<file path="config.mk">
export PLATFORM = sky130hd
export DESIGN_NAME = audio_sample_reader
export DESIGN_NICKNAME = d
export VERILOG_FILES = /design/src/rtl/heartaware_audio_pkg.sv /design/src/rtl/sample_tick_gen.sv /design/src/rtl/audio_sample_reader.sv
export SDC_FILE = /design/constraint.sdc
export NUM_CORES = 1
export LEC_CHECK = 0
export BUFFER_PORTS_ARGS = -buffer_cell sky130_fd_sc_hd__buf_4
export CORE_UTILIZATION = 48
export CTS_BUF_LIST = sky130_fd_sc_hd__clkbuf_16
export DETAILED_ROUTE_END_ITERATION = 8
export PLACE_DENSITY = 0.78
export SETUP_SLACK_MARGIN = 0.4
export SYNTH_ARGS = -nofsm -noshare
export SYNTH_HDL_FRONTEND = slang
export SYNTH_SLANG_ARGS = --single-unit
export TNS_END_PERCENT = 50
</file>
<file path="constraint.sdc">
create_clock -name clk -period 1.8 [get_ports clk]
set_clock_uncertainty 0.15 [all_clocks]
set_input_delay 0 -clock clk [delete_from_list [all_inputs] [get_ports clk]]
set_output_delay 0 -clock clk [all_outputs]
set_load 0.1 [all_outputs]
</file>
<file path="src/rtl/heartaware_audio_pkg.sv">
// Shared audio definitions: playback FSM state encoding and reader defaults.
package heartaware_audio_pkg;

    localparam int unsigned SAMPLE_DIV_DEFAULT = 2083;
    localparam logic [7:0]  IDLE_LEVEL_DEFAULT = 8'h80;

    typedef enum logic [1:0] {
        IDLE  = 2'd0,
        WAIT  = 2'd1,
        FETCH = 2'd2,
        LATCH = 2'd3
    } reader_state_e;

endpackage

</file>
<file path="src/rtl/sample_tick_gen.sv">
// Sample-rate tick generator: one-cycle tick every SAMPLE_DIV clocks while enabled,
// counter parked at zero while disabled.
module sample_tick_gen
    import heartaware_audio_pkg::*;
#(
    parameter int unsigned SAMPLE_DIV = SAMPLE_DIV_DEFAULT
) (
    input  logic clk,
    input  logic reset,
    input  logic enable,
    output logic tick
);

    localparam logic [15:0] LAST = 16'(SAMPLE_DIV - 1);

    logic [15:0] count_q, count_d;

    always_comb begin
        count_d = count_q;
        if (!enable) begin
            count_d = '0;
        end else if (count_q == LAST) begin
            count_d = '0;
        end else begin
            count_d = count_q + 16'd1;
        end
    end

    always_ff @(posedge clk or posedge reset) begin
        if (reset) begin
            count_q <= '0;
        end else begin
            count_q <= count_d;
        end
    end

    assign tick = enable && (count_q == LAST);

endmodule

</file>
<file path="src/rtl/audio_sample_reader.sv">
// Pops one byte per sample period from the audio FIFO and presents it to the PWM.
// Optional macro AUDIO_SAMPLE_READER_VOLUME_EN adds a volume_shift attenuator.
module audio_sample_reader
    import heartaware_audio_pkg::*;
#(
    parameter int unsigned SAMPLE_DIV = SAMPLE_DIV_DEFAULT,
    parameter logic [7:0]  IDLE_LEVEL = IDLE_LEVEL_DEFAULT
) (
    input  logic        clk,
    input  logic        reset,
    input  logic        enable,
    input  logic [7:0]  fifo_dout,
    input  logic        fifo_empty,
    output logic        fifo_rd_en,
    output logic [7:0]  sample_out,
    output logic        sample_strobe,
    input  logic        underrun_clr,
`ifdef AUDIO_SAMPLE_READER_VOLUME_EN
    input  logic [2:0]  volume_shift,
`endif
    output logic        underrun,
    output logic [15:0] underrun_count
);

    reader_state_e state_q, state_d;
    logic          pend_q, pend_d;
    logic [7:0]    sample_out_q, sample_out_d;
    logic          strobe_q, strobe_d;
    logic          underrun_q, underrun_d;
    logic [15:0]   underrun_count_q, underrun_count_d;
    logic          tick;

    sample_tick_gen #(
        .SAMPLE_DIV(SAMPLE_DIV)
    ) u_tick (
        .clk   (clk),
        .reset (reset),
        .enable(enable),
        .tick  (tick)
    );

`ifdef AUDIO_SAMPLE_READER_VOLUME_EN
    // Attenuate around mid-scale, then clamp back into the unsigned PWM range.
    function automatic logic [7:0] scale_sample(input logic [7:0] din, input logic [2:0] shift);
        logic signed [8:0] diff;
        logic signed [9:0] sum;
        diff = $signed({1'b0, din}) - $signed({1'b0, IDLE_LEVEL});
        diff = diff >>> shift;
        sum  = $signed({diff[8], diff}) + $signed({2'b00, IDLE_LEVEL});
        if (sum < 10'sd0) begin
            return 8'h00;
        end else if (sum > 10'sd255) begin
            return 8'hFF;
        end
        return sum[7:0];
    endfunction
`endif

    always_comb begin
        state_d          = state_q;
        pend_d           = pend_q;
        sample_out_d     = sample_out_q;
        strobe_d         = 1'b0;
        underrun_d       = underrun_q;
        underrun_count_d = underrun_count_q;
        fifo_rd_en       = 1'b0;

        if (underrun_clr) begin
            underrun_d = 1'b0;
        end

        case (state_q)
            IDLE: begin
                sample_out_d = IDLE_LEVEL;
                if (enable) begin
                    state_d = WAIT;
                end
            end
            WAIT: begin
                if (!enable) begin
                    state_d      = IDLE;
                    sample_out_d = IDLE_LEVEL;
                end else if (tick) begin
                    state_d = FETCH;
                    // An empty tick still walks FETCH/LATCH so its idle sample lands on the same slot timing.
                    if (fifo_empty) begin
                        pend_d     = 1'b1;
                        underrun_d = 1'b1;
                    end else begin
                        pend_d     = 1'b0;
                        fifo_rd_en = 1'b1;
                    end
                end
            end
            FETCH: begin
                state_d = LATCH;
            end
            LATCH: begin
                strobe_d = 1'b1;
                if (pend_q) begin
                    sample_out_d = IDLE_LEVEL;
                    underrun_d   = 1'b1;
                    if (underrun_count_q != 16'hFFFF) begin
                        underrun_count_d = underrun_count_q + 16'd1;
                    end
                end else begin
`ifdef AUDIO_SAMPLE_READER_VOLUME_EN
                    sample_out_d = scale_sample(fifo_dout, volume_shift);
`else
                    sample_out_d = fifo_dout;
`endif
                end
                state_d = enable ? WAIT : IDLE;
            end
            default: begin
                state_d = IDLE;
            end
        endcase
    end

    always_ff @(posedge clk or posedge reset) begin
        if (reset) begin
            state_q          <= IDLE;
            pend_q           <= 1'b0;
            sample_out_q     <= IDLE_LEVEL;
            strobe_q         <= 1'b0;
            underrun_q       <= 1'b0;
            underrun_count_q <= '0;
        end else begin
            state_q          <= state_d;
            pend_q           <= pend_d;
            sample_out_q     <= sample_out_d;
            strobe_q         <= strobe_d;
            underrun_q       <= underrun_d;
            underrun_count_q <= underrun_count_d;
        end
    end

    assign sample_out     = sample_out_q;
    assign sample_strobe  = strobe_q;
    assign underrun       = underrun_q;
    assign underrun_count = underrun_count_q;

endmodule

</file>
Word level (Yosys, flattened, before mapping). Cells that the tools add are included.

Register bits: 45. Bits of input ports: 13. Output and inout bits: 27. Logic and storage cells: 46.

Add/sub/neg operators: 2. Equal/unequal tests: 8. Multiplexer cells: 22. Reduce and logical (&&, ||, !) cells: 7.

Operators with widths (number): 16-bit by 1-bit adder with 16-bit output, second input constant (2); 16-bit 2-to-1 mux (2); 8-bit one-hot mux with 3 select lines (1); 16-bit by 12-bit equality test with 1-bit output, second input constant (1); 8-bit 2-to-1 mux (2); 16-bit != test, second input constant (1); 1-bit 2-to-1 mux (12); 2-bit one-hot mux with 4 select lines (1); 2-bit 2-to-1 mux (3); 3-bit AND reduction (2); 2-bit equality test, second input constant (2); 2-bit != test, second input constant (2); 2-bit AND reduction (2); 3-bit != test, second input constant (1); 3-bit nonzero test (1); 2-bit by 1-bit equality test with 1-bit output, second input constant (1); 2-bit zero test (1); 1-bit one-hot mux with 2 select lines (1); 1-bit logical AND (1).

Longest topological paths before layout. Gate-level depths: netlist of the first run.

Depth after elaboration: 5. Mapped depth: 7. Gate-level depth less buffers: 7.

Cells and area by module. A second synthesis of the first run with hierarchy kept.

Cells, all modules: 219. Area total of the unflattened synthesis: 2239.6 um^2.

By module, submodules not included: audio_sample_reader (times used 1, cells each 132, area an instance 1407.6 um^2, sequential area each 726.9 um^2); sample_tick_gen (times used 1, cells each 87, area an instance 832.0 um^2, sequential area each 400.4 um^2).

Worst setup path before layout of the first run. No wires, ideal clock.

Kind: flip-flop to output port. From: register u_tick.count_q[0]. To: output fifo_rd_en. Arrival: 2.449 ns. Data required time: 1.650 ns. Slack: -0.799 ns. Cell stages (with the launch flop): 7. Path buffers: 0. Path through: dfrtp_1 -> inv_1 -> ha_1 -> nor3b_1 -> nand4_1 -> or2_2 -> nor2_1.

Word-level cells in the longest chain between the ends: 5.

RTL lines: start, declared (RTL line sample_tick_gen.sv:16) `logic [15:0] count_q, count_d;`; start signal, assigned (RTL line sample_tick_gen.sv:33) `count_q <= count_d;`; 16-bit by 12-bit equality test with 1-bit output (RTL line sample_tick_gen.sv:37) `assign tick = enable && (count_q == LAST);`; 1-bit logical AND (RTL line sample_tick_gen.sv:37); 1-bit 2-to-1 mux (RTL line audio_sample_reader.sv:83) `end else if (tick) begin`; 1-bit 2-to-1 mux (RTL line audio_sample_reader.sv:80) `if (!enable) begin`; 1-bit 2-to-1 mux (RTL line audio_sample_reader.sv:72) `case (state_q)`; end, declared (RTL line audio_sample_reader.sv:14) `output logic fifo_rd_en,`.

No other way between the ends.

Final worst setup path of the first run. Same ends and word-level chain as after synthesis.

==> results of run 1 <==
==> Yosys cell counts, drive strengths merged (3+ instances only) <==
cell type / number
dfrtp: 44
nor2: 28
nand2: 20
xnor2: 15
xor2: 13
nand3: 12
a22o: 7
nand4: 7
nor2b: 5
nor3: 4
and3: 3
ha: 3
inv: 3
==> metrics by stage <==
stage	power [mW]	instance area, µm²
finish	2.20	3540
global route	2.26	3540
CTS	2.18	3200
detailed placement	1.14	2590
global placement	1.13	2590
floorplan	1.08	2080
==> final timing paths <==
path / start / end / slack (ps) / cells after the start
max: u_tick.count_q[0] / fifo_rd_en / -140 / 7
min: enable / pend_q / 140 / 5
max reg2reg: u_tick.count_q[0] / u_tick.count_q[12] / 0 / 8
min reg2reg: underrun_count[8] / underrun_count[8] / 350 / 1
max in group asynchronous: reset / sample_out[7] / 750 / 4
min in group asynchronous: reset / underrun_count[1] / 160 / 3
==> final cells by class <==
cell class	instances	area, µm²	share of cell area, %
Clock buffer	5	125	3.54
Clock inverter	3	37.5	1.06
Inverter	3	11.3	0.318
Multi-Input combinational cell	137	1350	38.2
Sequential cell	45	1180	33.3
Tap cell	50	62.6	1.77
Timing Repair Buffer	89	774	21.9
==> layer usage <==
metal | routed length, µm | track usage (%) | share of wire [%] | vias to the layer above
li1 | - | - | - | 825
met1 | 2340 | 27.9 | 37 | 913
met2 | 3380 | 49.0 | 54 | 73
met3 | 273 | 6.34 | 4.3 | 23
met4 | 286 | 12.8 | 4.6 | 0
met5 | 0 | 0 | 0 | -
==> power breakdown <==
group	total [mW]	internal, mW	switching [mW]
Combinational	0.169	0.0819	0.0871
Clock	1.01	0.645	0.365
Sequential	1.02	1.02	0.00625
==> layout by cell type (no fill, tap or decap), types with 4 or more instances in the layout <==
| master | netlist | layout |
|---|---|---|
| dlygate4sd3_1 | 0 | 12 |
| xor2_2 | 0 | 4 |
| a22o_1 | 7 | 7 |
| nand2_1 | 20 | 11 |
| nor2_1 | 28 | 5 |
| buf_6 | 0 | 7 |
| dfrtp_4 | 0 | 11 |
| clkbuf_16 | 0 | 5 |
| xor2_1 | 13 | 9 |
| xnor2_1 | 15 | 10 |
| nand4_1 | 7 | 7 |
| buf_12 | 0 | 4 |
| nand3_2 | 0 | 6 |
| buf_4 | 0 | 66 |
| dfrtp_2 | 0 | 7 |
| nor2_4 | 0 | 20 |
| xnor2_2 | 0 | 5 |
| nand2_2 | 0 | 6 |
| nor3_4 | 0 | 4 |
| dfrtp_1 | 44 | 26 |
==> repair_timing <==
item,CTS,global route
hold endpoints to repair,58,0
hold buffers,12,0
resized for setup,65,59
endpoints found under the setup margin,44,44
pin swaps,57,48
buffers inserted,9,8
==> registers in the layout, indices dropped and copies added, names as in the netlist, named ones only <==
register and count:
underrun 1, sample_strobe 1, u_tick.count_q 16, state_q 1, sample_out 8, underrun_count 16, pend_q 1
==> cells by family (layout without fill, tap and decap cells) <==
logic type                 count (synthesis)  in the layout  synth area share [%]
xor gates and xnor gates                  28             28                  12.2
adders and majority gates                  3              3                  1.87
buffers and inverters                      6            100                  1.25
AOI/OAI and AO/OA                         15             15                  6.60
DFF                                       45             45                  56.1
and+or+nand+nor                           91             91                  22.0
==> tightest hold or removal path, cell delays in order <==
cell	delay [ps]
buf_4	120
nand3b_1	240
nor2_4	60
nand2_1	60
nand2_1	50
==> out/results.ini, run 1 <==
[status]
outcome = finished, violations left
failed_checks = negative setup slack

[sta]
period_minus_slack_ps = 1940
slew_headroom_pct = 56.2
finalHoldViolCount = 0
worst_pin_slew_ps = 652
holdWs_ps = 144
setup_viol = 1
rsz0062_at_grt = true
slew_violations = 0
fin_ws_ps = -141
max_freq_mhz = 515
period_share_pct = 108
tns_ps = -141

[synth]
synthTopCellsByArea = dfrtp_1 55%, xnor2_1 6.5%, xor2_1 5.7%
synth_edf_count = 0
yosysSeqAreaShare_pct = 56.1
yosys_warnings = 0
syn_avg_cell_area_um2 = 10.7
synthFlopType = dfrtp_1
synthDominantCellAreaShare_pct = 54.8
synth_nets = 204
ys_ff_latch = 45
synth_area_um2 = 2010
synth.distinct_cells = 33
synth_cells = 188
async_flop_share_pct = 100
synth_top_area_cell = dfrtp_1

[setup_path]
critPathMaxFanout = 2
cp_slowest_stage_delay_ps = 390
path_buf_inv = 2
cp_slowest_cell = dfrtp_1
cp.arrival_ps = 1790
critPathRequiredTime_ps = 1650
crit_chain = inv_1, ha_1, nor3b_2, nand4_1, or2_4, nor2_4, buf_12
startpoint_type = flop
critical-path-top-delay-family = simple AND/OR/NAND/NOR gates
end_kind = output port
path_class = flop to output port

[place]
dp_hpwl_mm = 3.07
place_ws_ps = -8.95
place.gp.congestion = 0.807
portBuffers = 39
dpl.cell_count = 295

[drt]
routed_wl_mm = 6.28
drt_iter0_drc = 101
wl_per_cell_um = 18.9
drtAntennaViolNets = 0
dr.pass1.iters = 6
viasPerCell = 5.52
drc = 0
vias = 1834

[global_routing]
grt_pass1_wl_mm = 8.34
grt_use_total_pct = 26.6
antenna_found_initial = 0
grt_pass1_vias = 1790
grt-ovfl-total = 0
grt_start_max_net_pins = 22

[floorplan]
coreArea_um2 = 4000
fp.dieH_um = 66.7
num_rows = 23
ios = 40
initial_utilization_pct = 50.2
die_x_um = 66.7
dieArea_um2 = 4450

[hold_path]
hp-class = input pin to flop

[cells_and_area]
post-route-util_pct = 88.5
drive_above_1_share_pct = 61.3
antenna_cells = 0
instances_no_fill = 332
nets = 297
area_delta_synth_final_pct = 76.1
nFillCells = 160

[clock_network]
cts_tree = built
clk_latency_ps = 280
cts_buffer_depth = 2
htreeDepth = 2
cts_num_sinks = 45
cts_buffers = 5
clk_pin_slew_ps = 60
root_buffer = clkbuf_16

[power]
pwr_density_cell_nw_per_um2 = 623
peakVddDrop_mv = 0.626
leakage_nw = 1.59

[run]
drv_cap = 0

Note: power is estimated with default switching activity, not from simulation.
==> run 2, diff against run 1 <==
Settings changed: CORE_UTILIZATION 48 to 35, PLACE_DENSITY 0.78 to 0.61.
==> out/results.ini, run 2 (synthesis gave the netlist of run 1 again) <==
[cells_and_area]
post-route-util_pct = 62.8
antenna_cells = 0
seq_area_um2 = 1170
multi_input_area_um2 = 1280
final_common_cell = buf_4
nets = 294
nFillCells = 421
final_cell_mix = 61 x buf_4, 28 x dfrtp_1, 17 x nor2_4
drive_above_1_share_pct = 57.0
area_delta_synth_final_pct = 72.2

[drt]
wl_per_cell_um = 13.7
viasPerCell = 4.84
routed_wl_mm = 4.82
dr.pass1.iters = 4
drc = 0
vias = 1700
drt_iter0_drc = 47
drtAntennaViolNets = 0

[global_routing]
use_met1_pct = 20.9
met2_usage_pct = 27.6
grt_pass1_vias = 1649
grt_pass1_wl_mm = 7.71
grt_start_max_net_pins = 30
grt-ovfl-total = 0
grt_use_total_pct = 16.5
antenna_found_initial = 0
met3_usage_pct = 3.88
grt.busiest_layer = met2

[sta]
max_freq_mhz = 508
slew_headroom_pct = 56.9
worst_pin_slew_ps = 643
setup_viol = 3
rsz0062_at_grt = true
period_minus_slack_ps = 1970
slew_violations = 0
period_share_pct = 109
finalHoldViolCount = 0
fin_ws_ps = -168

[place]
place_ws_ps = -11.3
place.gp.congestion = 0.750
portBuffers = 39
dp_hpwl_mm = 2.92

[setup_path]
startpoint_type = flop
critPathMaxFanout = 3
rr_worst_depth = 8
r2r-start = u_tick.count_q[13]
critPathRequiredTime_ps = 1650
cp.arrival_ps = 1820
path_class = flop to output port
end_kind = output port
worstReg2RegEnd = pend_q
cp-startpoint = u_tick.count_q[13]
timing.reg2reg.setup_slack_ps = -140

[clock_network]
cts_buffer_depth = 2
cts_buffers = 5
htreeDepth = 2
root_buffer = clkbuf_16
cts_num_sinks = 45
cts_tree = built
clk_pin_slew_ps = 60
clk_latency_ps = 280

[hold_path]
hold_start = enable
hold_depth = 5
whs_endpoint = pend_q
hp-class = input pin to flop

[status]
failed_checks = negative setup slack
outcome = finished, violations left

[floorplan]
ios = 40
dieArea_um2 = 6050
num_rows = 27
initial_utilization_pct = 36.5
coreArea_um2 = 5510
fp.dieH_um = 77.8
die_x_um = 77.8

[run]
drv_cap = 0

[power]
leakage_nw = 1.53
peakVddDrop_mv = 0.794
pwr_density_cell_nw_per_um2 = 593

run 2: cell count changes in the layout (fill, tap and decap cells not counted), sizes merged:
cell and change:
inv +1, buf -3, clkinvlp +1, clkinv -1, bufinv -1
run 2: layer usage:
metal / vias to the layer above / routed length [µm]
met5: - / 0
met4: 0 / 123
met3: 11 / 214
met2: 38 / 2470
met1: 833 / 2020
li1: 818 / -
run 2: stage by stage:
step,power [mW],std cells,instance area [µm²],TNS [ps],hold slack (ps)
6_report,2.05,351,3460,-352,37.2
5_1_grt,2.14,351,3460,-565,64.0
4_1_cts,2.06,343,3170,-98.3,12.1
3_5_place_dp,1.13,318,2640,-11.3,-102
3_3_place_gp,1.13,318,2640,-13.0,-111
2_1_floorplan,1.08,188,2080,-1640,-48.1
run 2: worst max-delay path, stage by stage, from the launching register on:
cell,delay [ps]
dfrtp_1,430
nor4_2,340
nand4_1,190
or2_4,280
nor2_4,100
buf_12,180
run 2: final cells by class:
class | instances | share of cell area (%)
Multi-Input combinational cell | 137 | 36.9
Clock buffer | 5 | 3.62
Inverter | 3 | 0.325
Tap cell | 72 | 2.60
Sequential cell | 45 | 34.0
Clock inverter | 3 | 0.434
Timing Repair Buffer | 86 | 22.2
run 2: worst max path at each step:
| stage | slack, ps | end | depth (start not counted) |
|---|---|---|---|
| after floorplan | -180 | underrun_count[8] | 7 |
| final | -170 | fifo_rd_en | 5 |
| after detailed placement | -10 | fifo_rd_en | 6 |
| after CTS | -100 | fifo_rd_en | 6 |
| after global routing | -240 | fifo_rd_en | 6 |
| after global placement | -10 | fifo_rd_en | 6 |
run 2: timing repair:
item | CTS | global route
cloned | 1 | 0
endpoints found under the hold margin | 55 | 0
gates resized for setup | 56 | 47
setup endpoints to repair | 41 | 44
pin swaps | 40 | 39
buffers inserted | 4 | 8
hold buffers | 12 | 0
run 2: where the power goes:
part	internal [mW]	switching (mW)	total, mW	leakage (nW)
clock	0.504	0.371	0.875	0.0724
combinational	0.0760	0.0733	0.149	0.865
sequential	1.02	0.00938	1.03	0.590
==> run 3, diff against run 2 <==
Settings changed: PLACE_DENSITY 0.61 to not set, PLACE_DENSITY_LB_ADDON set to 0.12.
==> out/results.ini, run 3 (synthesis gave the netlist of run 1 again) <==
[drt]
drt_iter0_drc = 18
viasPerCell = 4.81
dr.pass1.iters = 4
wl_per_cell_um = 13.7
vias = 1709
drc = 0
drtAntennaViolNets = 0
routed_wl_mm = 4.85

[setup_path]
cp.arrival_ps = 1740
cp_slowest_stage_delay_ps = 430
crit_chain = nor4_2, nand4_1, or2_4, nor2_4, buf_12
end_kind = output port
critical-path-top-delay-family = simple AND/OR/NAND/NOR gates
critPathRequiredTime_ps = 1650
path_class = flop to output port
path_buf_inv = 1
cp_slowest_cell = dfrtp_1
startpoint_type = flop
critPathMaxFanout = 3

[sta]
max_freq_mhz = 528
tns_ps = -92.3
finalHoldViolCount = 0
setup_viol = 1
period_share_pct = 105
period_minus_slack_ps = 1890
holdWs_ps = 69.9
fin_ws_ps = -92.3
slew_headroom_pct = 73.5
slew_violations = 0
rsz0062_at_grt = true
worst_pin_slew_ps = 398

[place]
place_ws_ps = -70.6
place_area_um2 = 2670
dpl.cell_count = 324
place.gp.congestion = 0.768
portBuffers = 39
dp_hpwl_mm = 3.05

[global_routing]
grt.busiest_layer = met2
grt_use_total_pct = 16.8
grt-ovfl-total = 0
use_met1_pct = 21.5
grt_start_max_net_pins = 46
met2_usage_pct = 27.9
grt_pass1_wl_mm = 7.96
antenna_found_initial = 0
grt_pass1_vias = 1710
met3_usage_pct = 3.18

[power]
leakage_nw = 1.52
clkPwrFrac_pct = 42.2
combPwrFrac_pct = 7.7
peakVddDrop_mv = 0.455
pwr-share-seq_pct = 50.1
sw_frac_of_total_pct = 21.5
intPower_mw = 1.60
pwr_density_cell_nw_per_um2 = 591
switching_power_uw = 440

[cells_and_area]
nets = 298
antenna_cells = 0
fin_area_um2 = 3460
drive_above_1_share_pct = 59.4
final_cell_mix = 68 x buf_4, 28 x dfrtp_1, 19 x nor2_4
instances_no_fill = 355
final_common_cell = buf_4
nFillCells = 442
area_delta_synth_final_pct = 72.0

[status]
failed_checks = negative setup slack
outcome = finished, violations left

[clock_network]
cts_tree = built
cts_num_sinks = 45
cts_buffers = 5
htreeDepth = 2
clk_latency_ps = 280
root_buffer = clkbuf_16
cts_buffer_depth = 2
clk_pin_slew_ps = 60

[floorplan]
num_rows = 27
fp.dieH_um = 77.8
ios = 40
coreArea_um2 = 5510
dieArea_um2 = 6050
die_x_um = 77.8
initial_utilization_pct = 36.5

[run]
drv_cap = 0

[hold_path]
hp-class = input pin to flop

==> run 3: cell types whose count changed in the layout (fill, tap and decap cells not counted), moves of 3 or more <==
cell	delta
buf_4	+7
buf_6	-3
nand3_2	+3
nor2_1	-3
xnor2_2	+3
==> run 3: through the flow <==
step	power, mW	utilization, %
3_3_place_gp	1.14	48.5
5_1_grt	2.13	62.8
6_report	2.04	62.8
4_1_cts	2.05	56.3
3_5_place_dp	1.14	48.5
2_1_floorplan	1.08	-
==> run 3: worst reg2reg max path: cells and delay by family (launching register included) <==
family	cells	cell delay, ps
simple gates	5	860
flops	1	430
buf+inv	2	240
==> run 3: power groups by stage <==
stage / sequential, mW / combinational (mW) / clock (mW)
floorplan: 1.04 / 0.0366 / 0
global route: 1.02 / 0.171 / 0.940
global placement: 1.04 / 0.0950 / 0
finish: 1.02 / 0.157 / 0.862
CTS: 1.02 / 0.125 / 0.902
detailed placement: 1.04 / 0.0944 / 0
==> run 3: layer usage <==
layer	part of all wire [%]	vias to the layer above
met5	0	-
met4	1.6	0
met3	2.6	8
met2	53	23
met1	43	849
li1	-	829
==> run 3: cell type report <==
class                   instances  area, µm²  share of cell area (%)
repair buffers                 90        778                    22.5
well taps                      72       90.1                    2.61
inverters                       3       11.3                   0.326
flip-flops and latches         45       1170                    34.0
clock inverters                 3       15.0                   0.434
multi-input cells             137       1260                    36.5
clock buffers                   5        125                    3.62
==> run 3: path summary, 6_finish.rpt <==
kind / from / end / slack, ps / depth (start not counted)
min: enable / pend_q / 70 / 5
max reg2reg: u_tick.count_q[13] / pend_q / 10 / 7
max: u_tick.count_q[13] / fifo_rd_en / -90 / 5
max in group asynchronous: reset / sample_out[7] / 1050 / 4
min reg2reg: underrun_count[15] / underrun_count[15] / 340 / 1
min in group asynchronous: reset / underrun_count[11] / 170 / 4
==> run 3: timing repair <==
item | CTS | global route
setup endpoints to repair | 44 | 44
resized for setup | 40 | 64
hold endpoints to repair | 72 | 0
hold buffers | 12 | 0
buffers inserted | 4 | 7
cloned | 0 | 0
pin swaps | 47 | 40
